File: config.mk
export PLATFORM = sky130hd
export DESIGN_NAME = seq_div
export DESIGN_NICKNAME = d
export VERILOG_FILES = /design/src/rtl/seq_div_pkg.sv /design/src/rtl/seq_div_step.sv /design/src/rtl/seq_div.sv
export SDC_FILE = /design/constraint.sdc
export NUM_CORES = 1
export LEC_CHECK = 0
export ABC_AREA = 1
export CAP_MARGIN = 5
export CORE_MARGIN = 1.5
export CORE_UTILIZATION = 63
export DETAILED_ROUTE_END_ITERATION = 10
export DONT_BUFFER_PORTS = 1
export GPL_TIMING_DRIVEN = 0
export PLACE_DENSITY = 0.81
export SETUP_SLACK_MARGIN = 0.3
export SKIP_CTS_REPAIR_TIMING = 1
export SLEW_MARGIN = 10
export SYNTH_ARGS = -nofsm -noshare
export SYNTH_HDL_FRONTEND = slang
export SYNTH_SLANG_ARGS = --single-unit
File: constraint.sdc
create_clock -name clk -period 2.4 [get_ports clk]
set_clock_uncertainty 0.2 [all_clocks]
set_input_delay 0.36 -clock clk [delete_from_list [all_inputs] [get_ports clk]]
set_output_delay 0.36 -clock clk [all_outputs]
set_load 0.02 [all_outputs]
File: src/rtl/seq_div_pkg.sv
// Shared types and helpers for the sequential restoring divider.
// Optional feature macro: DIV_ZERO_FLAG_EN (see seq_div.sv).
package seq_div_pkg;

    // Controller states: waiting, iterating one quotient bit per clock, result pulse.
    typedef enum logic [1:0] {
        IDLE = 2'd0,
        RUN  = 2'd1,
        DONE = 2'd2
    } state_t;

    // Iteration counter width; wide enough to hold the value WIDTH itself.
    function automatic int cnt_w(input int width);
        return $clog2(width + 1);
    endfunction

endpackage

File: src/rtl/seq_div_step.sv
// One restoring-division step: shift the next dividend bit into the partial
// remainder, then subtract the divisor if it fits.
module seq_div_step #(
    parameter int WIDTH = 8
) (
    input  logic [WIDTH:0]   rem,
    input  logic             dvd_bit,
    input  logic [WIDTH-1:0] b,
    output logic [WIDTH:0]   rem_next,
    output logic             q_bit
);

    logic [WIDTH:0] shifted;
    logic [WIDTH:0] diff;
    // After a restore the remainder is always below the divisor, so its top
    // bit is never set going into a step; it is kept only for width symmetry.
    logic           unused_rem_msb;

    assign unused_rem_msb = rem[WIDTH];
    assign shifted        = {rem[WIDTH-1:0], dvd_bit};
    assign diff           = shifted - {1'b0, b};

    // Keep the difference when the divisor fits, otherwise restore.
    always_comb begin
        q_bit    = (shifted >= {1'b0, b});
        rem_next = q_bit ? diff : shifted;
    end

endmodule

File: src/rtl/seq_div.sv
// Multi-cycle unsigned restoring divider: Q = A / B, R = A % B, one quotient
// bit per clock, MSB first, with a start/fin handshake.
// Handshake: start is a level request sampled at every rising edge and
// overrides everything; each accepted operation that is not aborted produces
// exactly one single-cycle fin pulse, and Q/R are valid from that cycle until
// the next start.
// Optional feature: define DIV_ZERO_FLAG_EN to add the dz port and a
// one-cycle shortcut when the divisor is zero.
module seq_div
    import seq_div_pkg::*;
#(
    parameter int WIDTH = 8
) (
    input  logic             clk,
    input  logic             rst,
    input  logic [WIDTH-1:0] A,
    input  logic [WIDTH-1:0] B,
    input  logic             start,
    output logic [WIDTH-1:0] Q,
    output logic [WIDTH-1:0] R,
    output logic             fin,
    output logic             busy
`ifdef DIV_ZERO_FLAG_EN
    ,
    output logic             dz
`endif
);

    localparam int CW = cnt_w(WIDTH);

    state_t          state;
    state_t          state_next;
    logic [CW-1:0]   cnt;
    // Dividend shift register; vacated LSBs collect the quotient bits.
    logic [WIDTH-1:0] dvd;
    logic [WIDTH-1:0] dsr;
    logic [WIDTH:0]   rem;
    logic [WIDTH:0]   rem_next;
    logic             q_bit;
    logic             last;
    logic             zero_div;

    assign last = (cnt == CW'(WIDTH - 1));

`ifdef DIV_ZERO_FLAG_EN
    assign zero_div = (dsr == '0);
`else
    assign zero_div = 1'b0;
`endif

    seq_div_step #(.WIDTH(WIDTH)) u_step (
        .rem      (rem),
        .dvd_bit  (dvd[WIDTH-1]),
        .b        (dsr),
        .rem_next (rem_next),
        .q_bit    (q_bit)
    );

    // State register.
    always_ff @(posedge clk or posedge rst) begin
        if (rst) state <= IDLE;
        else     state <= state_next;
    end

    // Next-state logic; start wins over every other transition.
    always_comb begin
        state_next = state;
        case (state)
            IDLE:    state_next = IDLE;
            RUN:     if (zero_div || last) state_next = DONE;
            DONE:    state_next = IDLE;
            default: state_next = IDLE;
        endcase
        if (start) state_next = RUN;
    end

    // Datapath: load on start, iterate in RUN, drop fin in DONE.
    always_ff @(posedge clk or posedge rst) begin
        if (rst) begin
            cnt  <= '0;
            dvd  <= '0;
            dsr  <= '0;
            rem  <= '0;
            Q    <= '0;
            R    <= '0;
            fin  <= 1'b0;
            busy <= 1'b0;
`ifdef DIV_ZERO_FLAG_EN
            dz   <= 1'b0;
`endif
        end else if (start) begin
            cnt  <= '0;
            dvd  <= A;
            dsr  <= B;
            rem  <= '0;
            Q    <= '0;
            R    <= '0;
            fin  <= 1'b0;
            busy <= 1'b1;
`ifdef DIV_ZERO_FLAG_EN
            dz   <= 1'b0;
`endif
        end else begin
            case (state)
                RUN: begin
                    if (zero_div) begin
                        Q    <= '1;
                        R    <= dvd;
                        fin  <= 1'b1;
                        busy <= 1'b0;
`ifdef DIV_ZERO_FLAG_EN
                        dz   <= 1'b1;
`endif
                    end else begin
                        rem <= rem_next;
                        dvd <= {dvd[WIDTH-2:0], q_bit};
                        cnt <= cnt + CW'(1);
                        if (last) begin
                            Q    <= {dvd[WIDTH-2:0], q_bit};
                            R    <= rem_next[WIDTH-1:0];
                            fin  <= 1'b1;
                            busy <= 1'b0;
                        end
                    end
                end
                DONE:    fin <= 1'b0;
                default: ;
            endcase
        end
    end

endmodule

Word level (Yosys, flattened, before mapping). Index checks and enable logic that the tools add are counted. Widths: inputs -> output; s select.

Muxes and demuxes: 22. Equal/unequal tests: 4. $add $sub $neg: 2. Magnitude comparators: 1. Reductions and logical operators: 5.

Operator list (number): $mux 8 (11); $ge 9x8->1 (1); $mux 4 (2); $sub 8x8->8 (1); $mux 2 (3); $mux 1 (5); $add 4x1->4 const B (1); $eq 4x3->1 const B (1); $reduce_and 2->1 (2); $reduce_bool 2->1 (2); $ne 3x3->1 const B (1); $reduce_bool 3->1 (1); $eq 2x1->1 const B (1); $eq 2x2->1 const B (1); $pmux 1 s2 (1).

Register bits: 48. Input port bits: 19. Word-level logic and storage cells: 43.

Longest topological paths before layout. Gate-level depths: netlist of the first run.

Depth in word-level cells: 5. Mapped depth: 13. Depth with buffers taken out: 13.

Hierarchy. A second synthesis of the first run with hierarchy kept.

Cells, all modules: 353. Area total of the unflattened synthesis: 2668.8 um^2.

Modules (own cells, without submodules): seq_div (area each 1968.1 um^2, sequential area each 1226.2 um^2, times used 1, cells each 222); seq_div_step (area each 700.7 um^2, sequential area each 0.0 um^2, times used 1, cells each 131).

Worst setup path after synthesis of the first run. Ideal clock, no wire load.

Path kind: reg-to-reg. Start: register rem[1]. End: register rem[6]. Library setup time: 0.119 ns. Data required time: 2.081 ns. Stages on the path, launching flop included: 11. Arrival: 1.504 ns. Period minus slack after synthesis: 1.823 ns. Setup slack: 0.577 ns. Cells stage by stage: dfrtp_1 -> ha_1 -> or2_4 -> nand3_4 -> nand2_4 -> nand2_4 -> nand2_8 -> nand2_4 -> nand2_2 -> nand2_1 -> o21ai_2.

Cells in the longest elaborated chain, start to end: 4. Elaborated cells between the ends (all ways): 5. Classes of those cells: add/sub (1); order compare (1); mux (3).

Ends and longest elaborated chain: start: declaration (line seq_div.sv:37) `logic [WIDTH:0] rem;`; start signal: assignment (line seq_div.sv:115) `rem <= rem_next;`; $sub 8x8->8 or $ge 9x8->1 (tied branches) (line seq_div_step.sv:21, seq_div_step.sv:25); $mux 8 * (line seq_div_step.sv:26) `rem_next = q_bit ? diff : shifted;`; $mux 8 * (line seq_div.sv:104) `case (state)`; $mux 8 * (line seq_div.sv:91) `end else if (start) begin`.

Every way passes the cells marked *; elsewhere a longest branch is shown, timed or not. The select of a mux whose other input is x is not followed. A chain may end at the register's enable or synchronous reset.

Final worst setup path of the first run.
Start: register rem[1]. End: register Q[0].

Cells in the longest elaborated chain, start to end: 4.

Ends and longest elaborated chain: $ge 9x8->1 (line seq_div_step.sv:25) `q_bit = (shifted >= {1'b0, b});`; $mux 8 (line seq_div.sv:118) `if (last) begin`; $mux 8 (line seq_div.sv:104); $mux 8 (line seq_div.sv:91); end signal: assignment (line seq_div.sv:119) `Q <= {dvd[WIDTH-2:0], q_bit};`; end: declaration (line seq_div.sv:19) `output logic [WIDTH-1:0] Q,`.

No other way between the ends. The select of a mux whose other input is x is not followed.

==> summary.md, run 1 <==
| Metric | Value |
|---|---|
| Outcome | `complete, but fails checks` |
| Failing checks | `negative hold slack` |
| Crit path max-delay cell type | `dfrtp_1` |
| Routed len/inst | `16.2 um` |
| Final Hold Slack | `-0.0134 ns` |
| Xor/xnor share of the synthesized area | `1.03%` |
| Antenna diode count | `0` |
| Post-synthesis mux area share | `0%` |
| Vias/cell | `5.78` |
| Layout area overhead | `12.3%` |
| Synth top area cells | `dfrtp_1 (47%), nand2_1 (11%), inv_1 (4.6%)` |
| Total clock sinks | `48` |
| Starting Density | `67.4%` |
| Clock slew at reported path FFs | `0.10 ns` |
| Register-to-register setup slack | `0.40 ns` |
| Mean post-synth cell area | `8.67 um2` |
| Crit-path leading delay family | `simple AND/OR/NAND/NOR gates` |
| P_leak | `1.42 nW` |
| Largest family of logic cells by synthesized area | `simple AND/OR/NAND/NOR gates` |
| Period minus WS final | `2.00 ns` |
| Die area | `4420 um2` |
| Post-Synth Simple-Gate Area | `28.2%` |
| Peak VDD IR | `543 uV` |
| Final period utilization | `83.5%` |
| Delay of the slowest cell on the worst path | `0.40 ns` |
| CP max FO | `9` |
| Number of global-route vias before repair | `1,987` |
| FP Rows | `22` |
| Largest net degree at the start of global routing | `36` |
| Post-synth top flop | `dfrtp_1` |
| Via count | `2,062` |
| Syn Inst Count | `293` |
| Synth cell count leaders | `nand2_1 (76), dfrtp_1 (48), inv_1 (31), nand3_1 (23), o21ai_0 (22)` |
| Final wirelength | `5770 um` |
| Final Max Tran Viols | `0` |
| CTS tree | `done` |
| Power per cell area | `1120 nW/um2` |
| Placed cells | `342` |
| Number of synthesized flops with an enable pin | `0` |
| Post-Layout Cell Count | `357` |
| CP Depth | `10` |
| HPWL Detailed | `4060 um` |
| FF+latch count, synth | `48` |
| Register area share after synthesis | `47.3%` |
| First-pass GRT wire length | `9200 um` |
| Critical path required time | `2.42 ns` |
| Worst setup EP type | `register` |
| CTS buffer count | `5` |
| Core Util, Final | `75.6%` |
| CP startpoint kind | `register` |
| Core ar. | `3770 um2` |
| Clk root buf | `clkbuf_8` |
| Yosys top cell by area | `dfrtp_1` |
| NumNets Final | `337` |
| Top cell type's share of synthesized area | `47.3%` |
| Min-Delay Path Class | `input pin to register` |
| Top achievable clock speed | `499 MHz` |
| Max Cap Viol | `0` |
| Share of cells above drive strength 1 | `17.2%` |
| GR Overflow Total | `0` |
| Gpl congestion | `0.832` |
| First-pass DRT Iterations | `6` |
| Ys Warns | `0` |
| H-tree depth | `2` |
| Hold Fails Final Rpt | `3` |
| Clock Latency Late Sink | `0.31 ns` |
| Setup crit start | `rem[1]` |
| Worst r2r dst | `Q[0]` |
| # port buffers | `0` |
| # setup viols final | `0` |
| Initial antenna violation count | `0` |
| Mapped cell area | `2540 um2` |
| Worst-path cell chain | `ha_1, nand2_1, nor2_2, inv_2, nor2_4, nor2_4, buf_12, nand2_8, nand2_1, o21ai_1` |
| Initial DRC count | `214` |
| Critical path endpoint | `Q[0]` |
| Die height | `66.5 um` |
| Worst R2R Path Depth | `10` |
| Crit path buffers/inverters | `2` |
| RSZ-0062 raised after global routing | `no` |
| Die width | `66.5 um` |
| Synth Area in Adders | `5.22%` |
| RR Startpoint | `rem[1]` |
| Synth Area in Compound Gates | `11.1%` |
| All-Layer GR Usage | `28.1%` |
| Fin Setup TNS | `0 ns` |
| Longest Clk Path Bufs | `2` |
| Final routed DRC violation total | `0` |
| Least-Margin Pin Slew | `0.534 ns` |
| Most common cell in the netlist | `nand2_1` |
| ANT nets after route | `0` |
| Syn_nets | `322` |
| Crit Path Class | `register to register` |
| I/O pin count | `37` |
| CP arrival | `2.03 ns` |
| Rel. slew slack | `64.4%` |
| Synth unique cells | `34` |
| Ys async rst share | `100%` |
==> how the worst min path moves through the flow <==
| stage | from | end | slack, ns | depth (start not counted) |
|---|---|---|---|---|
| after floorplan | cnt[3] | cnt[3] | 0.23 | 1 |
| after global placement | cnt[3] | cnt[3] | 0.25 | 1 |
| after global routing | B[7] | dsr[7] | 0.002 | 2 |
| after detailed placement | rst | fin | 0.02 | 1 |
| final | B[7] | dsr[7] | -0.01 | 2 |
| after CTS | rst | fin | -0.30 | 1 |
==> registers in the layout, summed over array words and instances, names as in the netlist <==
name	count
cnt	4
busy	1
dsr	8
state	2
rem	8
dvd	8
R	8
Q	8
fin	1
==> metal layers <==
layer	part of all wire, %	vias up	GRT usage [%]
li1	-	987	-
met1	41	1013	36.5
met2	53	54	48.1
met3	4.6	8	5.74
met4	1.1	0	7.40
met5	0	-	0
==> cells in the final DEF (no fill, tap or decap), drive strengths merged, types with 2 or more instances in the layout <==
| cell type | n |
|---|---|
| a22oi | 7 |
| inv | 35 |
| dlygate4sd3 | 6 |
| clkinv | 3 |
| nand2 | 91 |
| nand3 | 24 |
| o21ai | 31 |
| xor2 | 2 |
| clkbuf | 9 |
| buf | 7 |
| dfrtp | 48 |
| nor2 | 14 |
| ha | 9 |
| a21oi | 6 |
| nand4 | 9 |
==> metrics by stage <==
step / setup WS, ns / power [mW] / area, um2
4_1_cts: 0.323 / 3.05 / 2720
6_report: 0.396 / 3.21 / 2850
5_1_grt: 0.284 / 3.42 / 2850
3_5_place_dp: 0.349 / 2.53 / 2620
3_3_place_gp: 0.183 / 2.48 / 2600
2_1_floorplan: 0.577 / 2.27 / 2540
==> kinds of logic after synthesis <==
logic type,count (synthesis)
and+or+nand+nor,141
DFF,48
xor gates and xnor gates,3
adders and majority gates,10
buffers and inverters,44
AOI/OAI and AO/OA,47
==> power by group <==
group          switching, mW  internal, mW  leakage [nW]
clock network          0.289         0.236        0.0516
logic                  0.909         0.588         0.754
registers              0.214         0.970         0.617
total                   1.41          1.79          1.42
==> layout make-up <==
class / count / area [um2]
multi-input cells: 201 / 1210
flip-flops and latches: 48 / 1200
fillers: 272 / 918
inverters: 36 / 140
repair buffers: 8 / 100
clock buffers: 6 / 82.6
well taps: 48 / 60.1
plain buffers: 8 / 41.3
clock inverters: 2 / 13.8
(Power assumes the default switching activity.)
==> run 2, diff against run 1 <==
Clock period 2.4 ns to 2.1 ns, I/O delays scaled along.
==> run 2 against run 1 <==
Compared with the run above:
- the flow now finishes without violations
- die area did not move
- combinational power is 47% higher
- first-iteration DRC count rose by 2.3%
- fmax rose by 1.0%
- sequential share of layout area shrank 4.1 points
- global-route usage is 0.82 points higher
- routed wire length increased by 21%
- critical path depth decreased by 2
- sequential power increased by 17%
- critical endpoint is now rem[5]
- largest cell class unchanged
==> summary.md, run 2 (synthesized netlist as in run 1, its figures left out) <==
| Metric | Value |
|---|---|
| # fillers | `206` |
| Clock Latency Late Sink | `0.31 ns` |
| Hold Fails Final Rpt | `0` |
| Worst R2R Path Depth | `8` |
| Setup WS post-layout | `0.116 ns` |
| Number of global-route vias before repair | `1,928` |
| # setup viols final | `0` |
| GR Overflow Total | `0` |
| Top achievable clock speed | `504 MHz` |
| Critical path required time | `2.10 ns` |
| CP max FO | `5` |
| RSZ-0062 raised after global routing | `yes` |
| Antenna diode count | `0` |
| Total clock sinks | `48` |
| Routed len/inst | `18.6 um` |
| Largest net degree at the start of global routing | `31` |
| Hold EP | `dvd[6]` |
| Crit Path Class | `register to register` |
| Worst-path cell chain | `ha_4, nand2_4, nor3_4, nand2_8, nand2_4, nand2_2, nand3_1, nand2_1` |
| Dpl ws | `0.0454 ns` |
| Via count | `2,254` |
| Crit path buffers/inverters | `0` |
| All-Layer GR Usage | `29.0%` |
| Most frequent cells in the layout | `nand2_1 (71), dfrtp_1 (47), o21ai_0 (22)` |
| Final routed DRC violation total | `0` |
| Final Max Tran Viols | `0` |
| Final wirelength | `6970 um` |
| CP arrival | `1.98 ns` |
| H-tree depth | `2` |
| Outcome | `finished clean` |
| CTS tree | `done` |
| Worst hold stages | `2` |
| Initial antenna violation count | `0` |
| Initial DRC count | `219` |
| Min-Delay Path Class | `input pin to register` |
| CTS buffer count | `5` |
| Period minus WS final | `1.98 ns` |
| # port buffers | `0` |
| Die width | `66.5 um` |
| First-pass GRT wire length | `9380 um` |
| P_leak | `1.54 nW` |
| Longest Clk Path Bufs | `2` |
| Worst setup EP type | `register` |
| Least-Margin Pin Slew | `0.588 ns` |
| Delay of the slowest cell on the worst path | `0.44 ns` |
| Commonest non-fill, non-tap cell in the layout | `nand2_1` |
| Vias/cell | `6.03` |
| Tot Pwr | `4.18 mW` |
| Peak VDD IR | `882 uV` |
| Clock slew at reported path FFs | `0.09 ns` |
| Rel. slew slack | `60.8%` |
| Worst Hold Launch | `A[6]` |
| Share of cells above drive strength 1 | `27.9%` |
| Top cell by count, worst path | `nand2_4` |
| Starting Density | `67.4%` |
| RR Startpoint | `rem[4]` |
| CP startpoint kind | `register` |
| First-pass DRT Iterations | `6` |
| NumNets Final | `354` |
| Final period utilization | `94.5%` |
| Die height | `66.5 um` |
| HPWL Detailed | `4200 um` |
| Gpl congestion | `0.901` |
| Layout area overhead | `24.6%` |
| Worst r2r dst | `rem[5]` |
| Power per cell area | `1320 nW/um2` |
| Crit-path leading delay family | `simple AND/OR/NAND/NOR gates` |
| Core ar. | `3770 um2` |
| Die area | `4420 um2` |
| Register-to-register setup slack | `0.12 ns` |
| Clk root buf | `clkbuf_8` |
| Crit path max-delay cell type | `dfrtp_1` |
| ANT nets after route | `0` |
| Max Cap Viol | `0` |
| I/O pin count | `37` |
| FP Rows | `22` |
## run 2: cell count changes in the layout (fill, tap and decap cells not counted), sizes merged
cell,previous run,this run
dlygate4sd3,6,15
nand2,91,93
buf,7,13
## run 2: worst max-delay path by stage
stage | end | slack [ns] | startpoint | cells past startpoint
5_1_grt | R[2] | 0.06 | rem[4] | 8
3_3_place_gp | Q[4] | -0.05 | rst | 1
2_1_floorplan | rem[6] | 0.29 | dsr[1] | 12
4_1_cts | R[6] | 0.03 | dsr[1] | 12
6_report | rem[5] | 0.12 | rem[4] | 8
3_5_place_dp | R[6] | 0.05 | dsr[1] | 12
## run 2: worst register-to-register path, cell delays in order (launching register included)
cell and delay, ns:
dfrtp_1 0.44, ha_4 0.34, nand2_4 0.07, nor3_4 0.31
nand2_8 0.13, nand2_4 0.14, nand2_2 0.07, nand3_1 0.08
nand2_1 0.08
## run 2: metrics by stage
stage | TNS (ns) | util, % | cell area, um2 | hold slack, ns | std cells
floorplan | 0 | - | 2560 | 0.227 | 293
global placement | -2.46 | 69.4 | 2620 | 0.231 | 341
detailed placement | 0 | 69.9 | 2640 | 0.0192 | 342
CTS | 0 | 72.5 | 2730 | -0.322 | 350
global route | 0 | 83.9 | 3170 | 0.00723 | 374
finish | 0 | 83.9 | 3170 | 0.00157 | 374
## run 2: where the power goes
part	switching (mW)	total, mW	leakage (nW)	internal, mW
clock network	0.327	0.597	0.0516	0.270
registers	0.269	1.38	0.615	1.11
logic	1.33	2.20	0.871	0.877
## run 2: layer usage
layer | wire length (um) | share of wire [%] | GRT usage [%]
met5 | 0 | 0 | 0
met4 | 221 | 3.2 | 8.67
met3 | 545 | 7.8 | 5.74
met2 | 3470 | 50 | 46.3
met1 | 2730 | 39 | 40.2
## run 2: area by class of cell
class | instances | area (um2) | area share (%)
Multi-Input combinational cell | 203 | 1390 | 43.8
Sequential cell | 48 | 1200 | 38.0
Timing Repair Buffer | 23 | 239 | 7.55
Inverter | 36 | 140 | 4.43
Clock buffer | 6 | 82.6 | 2.61
Tap cell | 48 | 60.1 | 1.90
Buffer | 8 | 41.3 | 1.30
Clock inverter | 2 | 13.8 | 0.435
==> run 3, diff against run 2 <==
Settings changed: REMOVE_ABC_BUFFERS from default to 1.
==> run 3 against run 2 <==
Compared with the run above:
- the flow now finishes with violations (negative hold slack)
- combinational power decreased by 8%
- sequential power about the same
- worst setup slack improved by 0.018 ns
- critical endpoint is now rem[7]
- largest cell class unchanged
- largest power group unchanged
==> summary.md, run 3 (synthesized netlist as in run 1, its figures left out) <==
| Metric | Value |
|---|---|
| Core Util, Final | `81.5%` |
| ANT nets after route | `0` |
| Die area | `4420 um2` |
| Final routed DRC violation total | `0` |
| Power per cell area | `1290 nW/um2` |
| Dpl ws | `-0.00468 ns` |
| Least-Margin Pin Slew | `0.717 ns` |
| Antenna diode count | `0` |
| Top cell by count, worst path | `nand2_8` |
| Final Max Tran Viols | `0` |
| Peak VDD IR | `916 uV` |
| CTS buffer count | `5` |
| Share of cells above drive strength 1 | `21.3%` |
| Clock share of power | `14.6%` |
| Min-Delay Path Class | `input pin to register` |
| Met1 Routed Length | `2540 um` |
| Clock Latency Late Sink | `0.31 ns` |
| First-pass GRT wire length | `8950 um` |
| Worst setup EP type | `register` |
| Commonest non-fill, non-tap cell in the layout | `nand2_1` |
| Wire length on met2 | `3040 um` |
| Critical path required time | `2.10 ns` |
| GR Overflow Total | `0` |
| # port buffers | `0` |
| Crit Path Class | `register to register` |
| FP Rows | `22` |
| Post-Layout Cell Count | `368` |
| Outcome | `complete, but fails checks` |
| CP max FO | `5` |
| Period minus WS final | `1.97 ns` |
| Area post-placement | `2580 um2` |
| Gpl congestion | `0.860` |
| Clk root buf | `clkbuf_8` |
| Vias/cell | `5.84` |
| Initial DRC count | `225` |
| Die height | `66.5 um` |
| Fin area | `3070 um2` |
| Via count | `2,148` |
| CP arrival | `1.97 ns` |
| Core ar. | `3770 um2` |
| Fin Setup TNS | `0 ns` |
| Int Power | `2.19 mW` |
| Final Hold Slack | `-0.0151 ns` |
| CTS tree | `done` |
| Top achievable clock speed | `509 MHz` |
| First-pass DRT Iterations | `4` |
| H-tree depth | `2` |
| Number of global-route vias before repair | `1,947` |
| Crit path max-delay cell type | `dfrtp_1` |
| Seq pwr share | `34.2%` |
| HPWL Detailed | `3550 um` |
| Clock slew at reported path FFs | `0.09 ns` |
| Most frequent cells in the layout | `nand2_1 (72), dfrtp_1 (48), inv_1 (26)` |
| Starting Density | `67.4%` |
| Placed cells | `334` |
| Longest Clk Path Bufs | `2` |
| RSZ-0062 raised after global routing | `yes` |
| CP startpoint kind | `register` |
| # fillers | `219` |
| Worst-path cell chain | `ha_4, nand2_4, nor3_4, nand2_8, nand2_8, nand2_2, nand4_1, nand2_1` |
| # setup viols final | `0` |
| Largest net degree at the start of global routing | `30` |
| Layout area overhead | `20.9%` |
| Switching power | `1.76 mW` |
| Delay of the slowest cell on the worst path | `0.42 ns` |
| Comb pwr share | `51.1%` |
| Setup WS post-layout | `0.134 ns` |
| Switching Share | `44.6%` |
| Initial antenna violation count | `0` |
| Rel. slew slack | `52.2%` |
| Routed len/inst | `16.6 um` |
| Final wirelength | `6110 um` |
| Failing checks | `negative hold slack` |
| Max Cap Viol | `0` |
| All-Layer GR Usage | `27.1%` |
| Final period utilization | `93.6%` |
| Hold Fails Final Rpt | `2` |
| Total clock sinks | `48` |
| DR top layer | `met4` |
| Die width | `66.5 um` |
| NumNets Final | `348` |
| WL met3 | `430 um` |
| I/O pin count | `37` |
| Tot Pwr | `3.95 mW` |
| P_leak | `1.48 nW` |
run 3: cell count changes in the layout (fill, tap and decap cells not counted), moves of 2 or more:
cell	delta
ha_4	-2
clkinvlp_4	+2
buf_4	-2
clkbuf_1	-2
buf_2	-3
nand3_2	-8
inv_1	+5
dlygate4sd3_1	+2
nand3_1	+8
inv_2	-5
run 3: power groups by stage:
stage | Combinational [mW] | Clock (mW) | Sequential, mW
after global placement | 1.46 | 0 | 1.33
after global routing | 2.20 | 0.617 | 1.37
after floorplan | 1.27 | 0 | 1.31
after CTS | 1.53 | 0.583 | 1.33
after detailed placement | 1.51 | 0 | 1.34
final | 2.02 | 0.578 | 1.35
run 3: path summary, 6_finish.rpt:
kind	cells after the start	slack, ns	endpoint	from
min in group asynchronous	2	0.26	R[6]	rst
hold reg to reg	1	0.28	cnt[3]	cnt[3]
max in group asynchronous	3	0.92	fin	rst
setup / recovery	8	0.13	rem[7]	rem[4]
hold / removal	2	-0.02	dvd[6]	A[6]
setup reg to reg	8	0.13	rem[7]	rem[4]
run 3: critical path, delay by kind of cell (launching register included):
family | cells | cell delay [ns]
AND/OR/NAND/NOR | 7 | 0.91
flip-flops | 1 | 0.42
adder cells (fa/ha/maj) | 1 | 0.32
run 3: cell type report:
cell class	count	area, um2	area share [%]
Multi-Input combinational cell	204	1330	43.2
Timing Repair Buffer	24	248	8.06
Clock buffer	7	86.3	2.81
Tap cell	48	60.1	1.95
Clock inverter	1	7.51	0.244
Inverter	36	144	4.68
Sequential cell	48	1200	39.1
run 3: routing by layer:
layer	track usage, %	vias up
li1	-	1017
met1	36.0	1035
met2	43.9	84
met3	6.59	12
met4	8.93	0
met5	0	-
